### src/rtl/uart_frame_decoder.sv
// rtl/uart_frame_decoder.sv - START/END/ESC framing of a UART byte stream, payload replayed over valid/ready.
// Optional inter-byte timeout in RECV/ESC is enabled by defining FRAME_TIMEOUT_EN.
module uart_frame_decoder #(
    parameter int         MAX_LEN    = 16,
    parameter logic [7:0] START_CHAR = 8'h01,
    parameter logic [7:0] END_CHAR   = 8'h17,
    parameter logic [7:0] ESC_CHAR   = 8'h18,
`ifdef FRAME_TIMEOUT_EN
    parameter int         TIMEOUT_CYCLES = 120000,
`endif
    parameter int         LW         = $clog2(MAX_LEN + 1)
) (
    input  logic          clk_i,
    input  logic          reset_n_i,
    input  logic [7:0]    rx_data_i,
    input  logic          rx_drdy_i,
    output logic          rx_busy_o,
    output logic [7:0]    frame_data_o,
    output logic          frame_valid_o,
    input  logic          frame_ready_i,
    output logic          frame_last_o,
    output logic [LW-1:0] frame_len_o,
    output logic          frame_err_o,
    output logic [2:0]    err_code_o
);

    localparam int            AW   = (MAX_LEN > 1) ? $clog2(MAX_LEN) : 1;
    localparam logic [LW-1:0] FULL = LW'(MAX_LEN);
    localparam logic [2:0]    E_OVERFLOW = 3'd1;
    localparam logic [2:0]    E_ABORT    = 3'd2;
    localparam logic [2:0]    E_OVERRUN  = 3'd3;
`ifdef FRAME_TIMEOUT_EN
    localparam logic [2:0]    E_TIMEOUT  = 3'd4;
    localparam int            TW         = $clog2(TIMEOUT_CYCLES + 1);
    localparam logic [TW-1:0] TMO_LAST   = TW'(TIMEOUT_CYCLES - 1);
    logic [TW-1:0] tmo_q;
`endif

    typedef enum logic [1:0] {S_IDLE, S_RECV, S_ESC, S_DRAIN} state_t;

    state_t        state_q;
    logic [LW-1:0] wr_ptr_q, rd_ptr_q, frame_len_q;
    logic [7:0]    frame_data_q;
    logic          frame_valid_q, frame_last_q, busy_q, frame_err_q;
    logic [2:0]    err_code_q;
    logic [7:0]    mem_q [2**AW];

    logic store_byte, full, mem_we, final_hs;

    // In ESC every byte is literal; in RECV only non-control bytes are payload.
    assign store_byte = rx_drdy_i && ((state_q == S_ESC) ||
                        (state_q == S_RECV && rx_data_i != ESC_CHAR &&
                         rx_data_i != END_CHAR && rx_data_i != START_CHAR));
    assign full     = (wr_ptr_q == FULL);
    assign mem_we   = store_byte && !full;
    assign final_hs = (state_q == S_DRAIN) && frame_valid_q && frame_ready_i && frame_last_q;

    always_ff @(posedge clk_i) begin
        if (mem_we) begin
            mem_q[wr_ptr_q[AW-1:0]] <= rx_data_i;
        end
    end

    always_ff @(posedge clk_i or negedge reset_n_i) begin
        if (!reset_n_i) begin
            state_q       <= S_IDLE;
            wr_ptr_q      <= '0;
            rd_ptr_q      <= '0;
            frame_len_q   <= '0;
            frame_data_q  <= '0;
            frame_valid_q <= 1'b0;
            frame_last_q  <= 1'b0;
            busy_q        <= 1'b0;
            frame_err_q   <= 1'b0;
            err_code_q    <= '0;
`ifdef FRAME_TIMEOUT_EN
            tmo_q         <= '0;
`endif
        end else begin
            frame_err_q <= 1'b0;
            case (state_q)
                S_IDLE: begin
                    if (rx_drdy_i && rx_data_i == START_CHAR) begin
                        state_q  <= S_RECV;
                        wr_ptr_q <= '0;
                    end
                end
                S_RECV, S_ESC: begin
                    if (store_byte) begin
                        if (full) begin
                            frame_err_q <= 1'b1;
                            err_code_q  <= E_OVERFLOW;
                            state_q     <= S_IDLE;
                        end else begin
                            wr_ptr_q <= wr_ptr_q + 1'b1;
                            state_q  <= S_RECV;
                        end
                    end else if (rx_drdy_i && rx_data_i == ESC_CHAR) begin
                        state_q <= S_ESC;
                    end else if (rx_drdy_i && rx_data_i == END_CHAR) begin
                        if (wr_ptr_q == '0) begin
                            state_q <= S_IDLE;
                        end else begin
                            frame_len_q <= wr_ptr_q;
                            rd_ptr_q    <= '0;
                            busy_q      <= 1'b1;
                            state_q     <= S_DRAIN;
                        end
                    end else if (rx_drdy_i && rx_data_i == START_CHAR) begin
                        frame_err_q <= 1'b1;
                        err_code_q  <= E_ABORT;
                        wr_ptr_q    <= '0;
                    end
                end
                S_DRAIN: begin
                    if (rx_drdy_i && !final_hs) begin
                        frame_err_q <= 1'b1;
                        err_code_q  <= E_OVERRUN;
                    end
                    // Idle cycle between bytes doubles as the registered memory read.
                    if (!frame_valid_q) begin
                        frame_data_q  <= mem_q[rd_ptr_q[AW-1:0]];
                        frame_valid_q <= 1'b1;
                        frame_last_q  <= (rd_ptr_q == frame_len_q - LW'(1));
                    end else if (frame_ready_i) begin
                        frame_valid_q <= 1'b0;
                        frame_last_q  <= 1'b0;
                        if (frame_last_q) begin
                            busy_q   <= 1'b0;
                            rd_ptr_q <= '0;
                            wr_ptr_q <= '0;
                            state_q  <= (rx_drdy_i && rx_data_i == START_CHAR) ? S_RECV : S_IDLE;
                        end else begin
                            rd_ptr_q <= rd_ptr_q + 1'b1;
                        end
                    end
                end
                default: state_q <= S_IDLE;
            endcase
`ifdef FRAME_TIMEOUT_EN
            if ((state_q == S_RECV || state_q == S_ESC) && !rx_drdy_i) begin
                if (tmo_q == TMO_LAST) begin
                    frame_err_q <= 1'b1;
                    err_code_q  <= E_TIMEOUT;
                    state_q     <= S_IDLE;
                    tmo_q       <= '0;
                end else begin
                    tmo_q <= tmo_q + 1'b1;
                end
            end else begin
                tmo_q <= '0;
            end
`endif
        end
    end

    assign rx_busy_o     = busy_q;
    assign frame_data_o  = frame_data_q;
    assign frame_valid_o = frame_valid_q;
    assign frame_last_o  = frame_last_q;
    assign frame_len_o   = frame_len_q;
    assign frame_err_o   = frame_err_q;
    assign err_code_o    = err_code_q;

endmodule

### config.mk
export PLATFORM = sky130hd
export DESIGN_NAME = uart_frame_decoder
export DESIGN_NICKNAME = d
export VERILOG_FILES = /design/src/rtl/uart_frame_decoder.sv
export SDC_FILE = /design/constraint.sdc
export NUM_CORES = 1
export LEC_CHECK = 0
export BUFFER_PORTS_ARGS = -buffer_cell sky130_fd_sc_hd__buf_2
export CAP_MARGIN = 20
export CORE_UTILIZATION = 60
export DETAILED_ROUTE_END_ITERATION = 16
export PLACE_DENSITY = 0.79
export REMOVE_ABC_BUFFERS = 1
export SLEW_MARGIN = 20
export SYNTH_ARGS = -nofsm -noshare
export SYNTH_HDL_FRONTEND = slang
export SYNTH_SLANG_ARGS = --single-unit
### constraint.sdc
create_clock -name clk_i -period 2.8 [get_ports clk_i]
set_clock_uncertainty 0.2 [all_clocks]
set_input_delay 0.56 -clock clk_i [delete_from_list [all_inputs] [get_ports clk_i]]
set_output_delay 0.56 -clock clk_i [all_outputs]
set_load 0.01 [all_outputs]
[After elaboration in Yosys (flattened, before gate mapping)]
Memory sizes are Yosys's and may differ from the RTL's. A register that Yosys moved wholly into a read port is not among the register bits.
Cells that the tools add are included.
Storage, ports and cells
  bits in registers: 24
  latch bits: 0
  bits in writable memories: 128
  memory bits (read-only): 0
  output and inout port bits: 20
  word-level logic and storage cells: 128
  memories: 1
Memory list
  mem_q: words 16, width 8, rd ports 1, clocked after memory_dff 1, write ports 1, RTL line 46  | logic [7:0] mem_q [2**AW];
Operators by class
  $add $sub $neg: 3
  multipliers: 0
  divide/modulo/power cells: 0
  order comparisons: 0
  equality and inequality tests: 27
  shift operators: 0
  mux-type cells: 56
  bitwise gates (word level): 4
  reductions and logical operators: 28
Operators with widths (count)
  5-bit two-way mux: 15
  1-bit two-way mux: 21
  3-bit two-way mux: 6
  2-bit != test, second input constant: 9
  8-bit by 5-bit equality test with 1-bit output, second input constant: 2
  2-bit two-way mux: 8
  8-bit by 5-bit != test with 1-bit output, second input constant: 2
  3-bit != test, second input constant: 5
  5-bit case mux with 3 select lines: 1
  1-bit logical AND: 12
  6-bit AND reduction: 2
  5-bit by 1-bit adder with 5-bit output, second input constant: 2
  5-bit case mux with 2 select lines: 1
  5-bit AND reduction: 2
  8-bit by 1-bit equality test with 1-bit output, second input constant: 1
  8-bit by 1-bit != test with 1-bit output, second input constant: 1
  8-bit AND reduction: 1
  7-bit AND reduction: 1
  2-bit case mux with 3 select lines: 1
  3-bit case mux with 2 select lines: 1
  5-bit equality test: 1
  5-bit equality test, second input constant: 1
  5-bit logical NOT: 1
  5-bit by 1-bit subtractor with 5-bit output, second input constant: 1
  12 further kinds: 20

[Depth between registers and ports, before layout]
Gate-level depths: netlist of run 1.
  depth after elaboration: 9
  depth in mapped cells: 8
  gate-level depth less buffers: 8

[Worst setup path after synthesis of run 1]
Ideal clock, no wire load.
  path type: input-to-reg
  start point: in rx_data_i[4]
  end point: mem mem_q[1][0], enable pin
  library setup time: 0.370 ns
  arrival: 1.889 ns
  path slack: 0.340 ns
  stages: 6
  cell sequence: and3b_1 -> o21ai_0 -> a21oi_2 -> nor2_1 -> nand2_1 -> nor2_1
Between the ends
  word-level cells in the longest chain between the ends: 9
RTL lines
  start: declaration: RTL line 15  | input logic [7:0] rx_data_i,
  8-bit by 5-bit != test with 1-bit output: RTL line 52  | (state_q == S_RECV && rx_data_i != ESC_CHAR &&
  1-bit logical AND (2 in series): RTL line 52
  1-bit logical AND (*): RTL line 53  | rx_data_i != END_CHAR && rx_data_i != START_CHAR));
  1-bit logical OR (*): RTL line 51  | assign store_byte = rx_drdy_i && ((state_q == S_ESC) ||
  1-bit logical AND (*): RTL line 51
  1-bit logical AND (*): RTL line 55  | assign mem_we = store_byte && !full;
  1-bit two-way mux (*): RTL line 59  | if (mem_we) begin
  1-bit two-way mux (implied by the code) (*): RTL line 60  | mem_q[wr_ptr_q[AW-1:0]] <= rx_data_i;
  end: declaration: RTL line 46
Mark *: on every way between the ends. The rest lies on a longest branch, timed or not.

[Final worst setup path of run 1]
  start point: reg state_q[1]
  end point: mem mem_q[12][4], enable pin
Between the ends
  word-level cells in the longest chain between the ends: 9
RTL lines
  start: declaration: RTL line 41  | state_t state_q;
  start signal: assignment: RTL line 132  | state_q <= (rx_drdy_i && rx_data_i == START_CHAR) ? S_RECV : S_IDLE;
  2-bit by 1-bit equality test with 1-bit output: RTL line 52
  1-bit logical AND (2 in series): RTL line 52
  1-bit logical AND: RTL line 53
  1-bit logical OR (*): RTL line 51
  1-bit logical AND (*): RTL line 51
  1-bit logical AND (*): RTL line 55
  1-bit two-way mux (*): RTL line 59
  1-bit two-way mux (implied by the code) (*): RTL line 60
Marks and branches as above.

==> summary.md, run 1 <==
| Metric | Value |
|---|---|
| Violated checks | `negative hold slack` |
| Lkg Pwr | `0.002813 uW` |
| DR DRC count | `0` |
| CP bufs+invs | `4` |
| Die Span X | `108.5 um` |
| Power Density | `796.8 mW/mm^2` |
| Wire length of the first global-routing pass | `23010 um` |
| # port buffers | `30` |
| Post-Syn Area per Cell | `16.96 um^2` |
| Routed WL per cell | `23.97 um` |
| CP arrival | `2.54 ns` |
| ANT cells | `0` |
| CTS buffer count | `17` |
| Most used DFF post-synth | `edfxtp_1` |
| Leading area contributor after synthesis | `edfxtp_1` |
| Clock root cell | `clkbuf_16` |
| Pins Over Slew Limit | `0` |
| Slowest CP cell | `dfrtp_1` |
| Startpoint Class | `register` |
| Placed cell count | `590` |
| Synth Warn # | `0` |
| RSZ-0062 raised after global routing | `no` |
| Clk Latency, worst-skew pair | `0.43 ns` |
| Tmin final | `2.609 ns` |
| Max VDD drop | `484.8 uV` |
| Final wirelength | `14890 um` |
| Synth Register Bits | `159` |
| Register area share after synthesis | `67.92%` |
| Share of cells above drive strength 1 | `31.60%` |
| Crit-path max cell delay | `0.42 ns` |
| Largest net degree at the start of global routing | `37` |
| Synth Instances | `401` |
| Hold Path Class | `in -> async` |
| Die H | `108.5 um` |
| I/O pin cnt | `32` |
| Asr flop ratio synth | `19.50%` |
| Fmax | `383.3 MHz` |
| Cell Count, Final, Fillers Out | `621` |
| H-tree Lvls | `4` |
| Post-cts repair resize count | `0` |
| Die area | `0.01177 mm^2` |
| CTS sink cnt | `159` |
| GRT Util Overall | `28.42%` |
| Routed Antenna Nets | `0` |
| Vias in the first global route | `3936` |
| Most common cell after layout, fill and taps aside | `edfxtp_1` |
| Synth top area cells | `edfxtp_1 (57%), mux4_2 (13%), dfrtp_1 (11%), ha_1 (2.0%), mux2_2 (1.8%)` |
| Core Region | `0.01094 mm^2` |
| Most frequent cells in the layout | `edfxtp_1 (128), mux4_2 (40), buf_4 (33), dfrtp_1 (30), buf_2 (30)` |
| Setup violations, final | `0` |
| Routability cong. | `0.9288` |
| FILL cells | `682` |
| Grt ovf | `0` |
| Part of the cycle the worst path needs | `93.17%` |
| Clk buf depth | `2` |
| Measured slew at the worst slew-check pin | `0.8845 ns` |
| Multi-input gate area | `0.002049 mm^2` |
| MaxCap Viol Count | `0` |
| Via Count | `3952` |
| Hold Slack | `-0.01479 ns` |
| Netlist cell types | `52` |
| Relative slew margins | `40.81%` |
| EDFF count, synth | `128` |
| Post-Syn Area | `0.006802 mm^2` |
| Crit-path cells | `inv_1 -> ha_1 -> inv_1 -> o21bai_1 -> buf_4 -> a21oi_2 -> nor2_1 -> nand2_1 -> nor2_1 -> buf_4` |
| Vias per cell | `6.364` |
| CP top delay family | `simple AND/OR/NAND/NOR gates` |
| Clock transition at path regs | `0.06 ns` |
| Layout net count | `492` |
| Required @ worst endpoint | `2.73 ns` |
| Run status | `finished with violations` |
| Initial antenna violation count | `0` |
| Initial drt markers | `387` |
| Critical setup path kind | `reg -> reg` |
| DR pass1 iterations | `5` |
| Seq. cell area | `0.004621 mm^2` |
| DP HPWL | `9607 um` |
| Setup Buffers After CTS | `0` |
| Crit path max fanout | `7` |
| TritonCTS clock tree | `built` |
| Crit path capture type | `register` |
| Area growth syn-to-layout | `15.71%` |
| Final hold violations | `27` |
| Initial Util | `62.20%` |
| Cell Rows | `38` |
| Synth top area share | `56.51%` |
| Hold-fix buffers, CTS | `0` |
-- Yosys cell counts (2+ instances only) --
| cell | count |
|---|---|
| edfxtp_1 | 128 |
| mux4_2 | 40 |
| dfrtp_1 | 31 |
| nor2_1 | 28 |
| nand2_1 | 23 |
| o21ai_0 | 18 |
| inv_1 | 15 |
| ha_1 | 11 |
| mux2_2 | 11 |
| clkbuf_1 | 10 |
| nor3_1 | 7 |
| nand3_1 | 6 |
| a31oi_1 | 5 |
| and3_1 | 5 |
| a21oi_1 | 4 |
| buf_4 | 4 |
| o31ai_1 | 4 |
| xnor2_1 | 4 |
| a211oi_1 | 3 |
| mux2i_1 | 3 |
| nand2b_1 | 3 |
| nand3b_1 | 3 |
| a21oi_2 | 2 |
| a221oi_1 | 2 |
| nor3b_1 | 2 |
| o2bb2ai_1 | 2 |
| xor2_1 | 2 |
-- metal layers --
metal  track usage (%)  vias up  part of all wire, %
met5                 0        -                    0
met4             12.16        0                  2.6
met3             6.570       28                  6.5
met2             44.21      175                   50
met1             38.98     2029                   41
li1                  -     1720                    -
-- registers in the layout, summed over array words and instances, names as in the netlist --
register and flops:
wr_ptr_q 5, frame_valid_o 1, frame_len_o 5, state_q 2, rd_ptr_q 5, frame_last_o 1
rx_busy_o 1, frame_err_o 1, err_code_o 2, frame_data_o 8, mem_q 128
-- worst paths after layout --
kind	startpoint	to	slack, ns	cells past startpoint
worst max-delay path	state_q[1]$_DFFE_PN0P_	mem_q[12][4]$_DFFE_PP_	0.19	10
worst min-delay path	reset_n_i	rd_ptr_q[0]$_DFFE_PN0P_	-0.01	1
worst max register to register	state_q[1]$_DFFE_PN0P_	mem_q[12][4]$_DFFE_PP_	0.19	10
worst min register to register	frame_data_o[1]$_DFFE_PN0P_	frame_data_o[1]$_DFFE_PN0P_	0.30	1
max in group asynchronous	reset_n_i	rd_ptr_q[0]$_DFFE_PN0P_	1.92	1
min in group clk_i	rx_data_i[6]	mem_q[13][6]$_DFFE_PP_	0.16	1
-- logic make-up after synthesis --
| kind of cell | Yosys count | synth area share [%] |
|---|---|---|
| compound gates | 51 | 5.133 |
| xor+xnor | 6 | 0.7726 |
| fa+ha+maj | 11 | 2.024 |
| buf+inv | 31 | 1.950 |
| flops | 159 | 67.92 |
| mux | 54 | 15.51 |
| other cells | 1 | 0.05513 |
| simple gates | 88 | 6.641 |
-- layout make-up --
cell class / count / share of cell area [%]
Clock inverter: 12 / 1.240
Timing Repair Buffer: 65 / 5.564
Sequential cell: 159 / 58.71
Clock buffer: 19 / 5.501
Tap cell: 140 / 2.226
Inverter: 15 / 0.7154
Multi-Input combinational cell: 211 / 26.04
-- metrics by stage --
step / cell area, um^2 / total power [uW] / util, % / setup TNS (ns) / worst slack, ns
2_1_floorplan: 6725 / 3745 / - / -2.738 / -0.3423
3_3_place_gp: 7340 / 4154 / 67.12 / -0.2791 / -0.06903
3_5_place_dp: 7340 / 4209 / 67.12 / -0.5516 / -0.1154
4_1_cts: 7870 / 6290 / 71.97 / 0 / 0.2286
5_1_grt: 7870 / 6531 / 71.97 / 0 / 0.05987
6_report: 7870 / 6271 / 71.97 / 0 / 0.1912
-- where the power goes --
part           switching, uW  internal [uW]
clock network            884           1200
logic                    733            566
registers                110           2770
Note: power is estimated with default switching activity, not from simulation.
==> run 2, diff against run 1 <==
--- a/config.mk
+++ b/config.mk
@@ -9,7 +9,7 @@
 export CAP_MARGIN = 20
 export CORE_UTILIZATION = 60
 export DETAILED_ROUTE_END_ITERATION = 16
-export PLACE_DENSITY = 0.79
+export PLACE_DENSITY = 0.89
 export REMOVE_ABC_BUFFERS = 1
 export SLEW_MARGIN = 20
 export SYNTH_ARGS = -nofsm -noshare
==> constraint.sdc (replaced) <==
create_clock -name clk_i -period 2.9 [get_ports clk_i]
set_clock_uncertainty 0.2 [all_clocks]
set_input_delay 0.58 -clock clk_i [delete_from_list [all_inputs] [get_ports clk_i]]
set_output_delay 0.58 -clock clk_i [all_outputs]
set_load 0.01 [all_outputs]
==> summary.md, run 2 (synthesis gave the netlist of run 1 again) <==
| Metric | Value |
|---|---|
| FILL cells | `617 (was 682)` |
| DP Worst Slack | `0.03182 ns (was -0.1154 ns)` |
| Power, Total | `6229 uW (was 6271 uW)` |
| Via Count | `4079 (was 3952)` |
| Crit-path max cell delay | `0.46 ns (was 0.42 ns)` |
| Crit path capture type | `register (unchanged)` |
| Max VDD drop | `402.3 uV (was 484.8 uV)` |
| Run status | `finished clean (was finished with violations)` |
| Vias per cell | `6.622 (was 6.364)` |
| Setup violations, final | `0 (unchanged)` |
| Cell Rows | `38 (unchanged)` |
| H-tree Lvls | `4 (unchanged)` |
| Clock transition at path regs | `0.06 ns (about the same)` |
| DR pass1 iterations | `6 (was 5)` |
| Vias in the first global route | `4020 (was 3936)` |
| I/O pin cnt | `32 (unchanged)` |
| MaxCap Viol Count | `0 (unchanged)` |
| Final Instance Area | `0.007880 mm^2 (was 0.007870 mm^2)` |
| Slowest CP cell | `ha_1 (was dfrtp_1)` |
| Measured slew at the worst slew-check pin | `0.9134 ns (was 0.8845 ns)` |
| Initial drt markers | `556 (was 387)` |
| Setup WS post-layout | `0.3056 ns (was 0.1912 ns)` |
| Largest net degree at the start of global routing | `38 (was 37)` |
| Most frequent cells in the layout | `edfxtp_1 (128), mux4_2 (40), dfrtp_1 (30), buf_2 (30), nor2_1 (28) (was edfxtp_1 (128), mux4_2 (40), buf_4 (33), dfrtp_1 (30), buf_2 (30))` |
| Clk Latency, worst-skew pair | `0.42 ns (was 0.43 ns)` |
| CTS buffer count | `17 (unchanged)` |
| Tmin final | `2.594 ns (was 2.609 ns)` |
| Required @ worst endpoint | `3.02 ns (was 2.73 ns)` |
| Wire length of the first global-routing pass | `23650 um (was 23010 um)` |
| Clock root cell | `clkbuf_16 (unchanged)` |
| Die H | `108.5 um (unchanged)` |
| Hold Path Class | `in -> async (unchanged)` |
| Crit-path cells | `inv_1 -> ha_1 -> nand2_1 -> nor4b_4 -> a31oi_2 -> or2_1 -> o31ai_1 (was inv_1 -> ha_1 -> inv_1 -> o21bai_1 -> buf_4 -> a21oi_2 -> nor2_1 -> nand2_1 -> nor2_1 -> buf_4)` |
| CP arrival | `2.71 ns (was 2.54 ns)` |
| Grt ovf | `0 (unchanged)` |
| TritonCTS clock tree | `built (unchanged)` |
| Critical setup path kind | `reg -> reg (unchanged)` |
| Lkg Pwr | `0.002800 uW (was 0.002813 uW)` |
| Placed inst area | `0.007295 mm^2 (was 0.007340 mm^2)` |
| ANT cells | `0 (unchanged)` |
| Power Density | `790.5 mW/mm^2 (was 796.8 mW/mm^2)` |
| DR DRC count | `0 (unchanged)` |
| Setup TNS | `0 ns (unchanged)` |
| Final hold violations | `0 (was 27)` |
| Die area | `0.01177 mm^2 (unchanged)` |
| Pins Over Slew Limit | `0 (unchanged)` |
| Crit path max fanout | `9 (was 7)` |
| Routed Antenna Nets | `0 (unchanged)` |
| Initial antenna violation count | `0 (unchanged)` |
| Die Span X | `108.5 um (unchanged)` |
| Hold Slack | `0.01128 ns (was -0.01479 ns)` |
| Relative slew margins | `38.88% (was 40.81%)` |
| DP HPWL | `9733 um (was 9607 um)` |
| Routability cong. | `0.9647 (was 0.9288)` |
| WP depth | `7 (was 10)` |
| # port buffers | `30 (unchanged)` |
| CP bufs+invs | `1 (was 4)` |
| GRT Util Overall | `29.20% (was 28.42%)` |
| Startpoint Class | `register (unchanged)` |
| Routed WL per cell | `25.26 um (was 23.97 um)` |
| Core Region | `0.01094 mm^2 (unchanged)` |
| Part of the cycle the worst path needs | `89.46% (was 93.17%)` |
| Clk buf depth | `2 (unchanged)` |
| Most common cell after layout, fill and taps aside | `edfxtp_1 (unchanged)` |
| CTS sink cnt | `159 (unchanged)` |
| Fmax | `385.4 MHz (was 383.3 MHz)` |
| Initial Util | `62.20% (unchanged)` |
| Reg2reg path depth | `7 (was 10)` |
| Largest register FFs | `128 (unchanged)` |
| Setup Buffers After CTS | `0 (unchanged)` |
| Layout net count | `486 (was 492)` |
| Area growth syn-to-layout | `15.86% (was 15.71%)` |
| Share of cells above drive strength 1 | `31.09% (was 31.60%)` |
| CP top delay family | `simple AND/OR/NAND/NOR gates (unchanged)` |
| Final wirelength | `15560 um (was 14890 um)` |
| RSZ-0062 raised after global routing | `no (unchanged)` |
==> run 2: cell count changes in the layout (fill, tap and decap cells not counted) <==
cell | previous run | this run
buf_4 | 33 | 27
clkinv_2 | 5 | 1
clkinv_4 | 1 | 4
a2111oi_0 | 1 | 0
a2111oi_1 | 0 | 1
bufinv_16 | 1 | 2
clkbuf_1 | 2 | 1
clkbuf_8 | 0 | 1
clkinvlp_4 | 4 | 5
==> run 2: final timing paths <==
path | slack (ns) | endpoint | from
max in group asynchronous | 1.98 | rd_ptr_q[0]$_DFFE_PN0P_ | reset_n_i
setup / recovery | 0.31 | rd_ptr_q[3]$_DFFE_PN0P_ | state_q[0]$_DFFE_PN0P_
setup reg to reg | 0.31 | rd_ptr_q[3]$_DFFE_PN0P_ | state_q[0]$_DFFE_PN0P_
hold reg to reg | 0.30 | frame_data_o[2]$_DFFE_PN0P_ | frame_data_o[2]$_DFFE_PN0P_
hold / removal | 0.01 | frame_last_o$_DFFE_PN0P_ | reset_n_i
min in group clk_i | 0.25 | mem_q[3][5]$_DFFE_PP_ | rx_data_i[5]
==> run 2: metal layers <==
layer	track usage [%]	routed length, um	vias up
met2	46.38	7841	304
li1	-	-	1712
met3	6.811	1494	50
met4	11.39	405	0
met5	0	0	-
met1	39.54	5818	2013
==> run 2: cell type report <==
type | instances | area [um^2] | area share, %
Inverter | 15 | 56.30 | 0.7145
Tap cell | 140 | 175.2 | 2.223
Timing Repair Buffer | 59 | 392.9 | 4.986
Multi-Input combinational cell | 211 | 2051 | 26.02
Clock buffer | 19 | 442.9 | 5.621
Clock inverter | 13 | 141.4 | 1.794
Sequential cell | 159 | 4621 | 58.64
==> run 2: report_power, final <==
| group | internal, uW | switching, uW | total (uW) |
|---|---|---|---|
| Sequential | 2680 | 102 | 2780 |
| Clock | 1290 | 898 | 2190 |
| Combinational | 527 | 738 | 1260 |
| Total | 4490 | 1740 | 6230 |
==> run 2: worst register-to-register path: cells and delay by family, from the launching register on <==
family,cells,cell delay (ns)
AOI/OAI and AO/OA,2,0.51
buffers and inverters,1,0.10
DFF,1,0.38
and+or+nand+nor,3,0.83
adders and majority gates,1,0.46
==> run 2: metrics by stage <==
stage	utilization, %	instances
after global routing	72.06	616
after CTS	72.05	616
after global placement	66.70	584
after detailed placement	66.70	584
after floorplan	-	385
final	72.06	616
==> run 2: repair_timing <==
item | 4_1_cts | 5_1_grt
setup endpoints to repair | 0 | 1
hold buffers | 0 | 0
gates resized for setup | 0 | 1
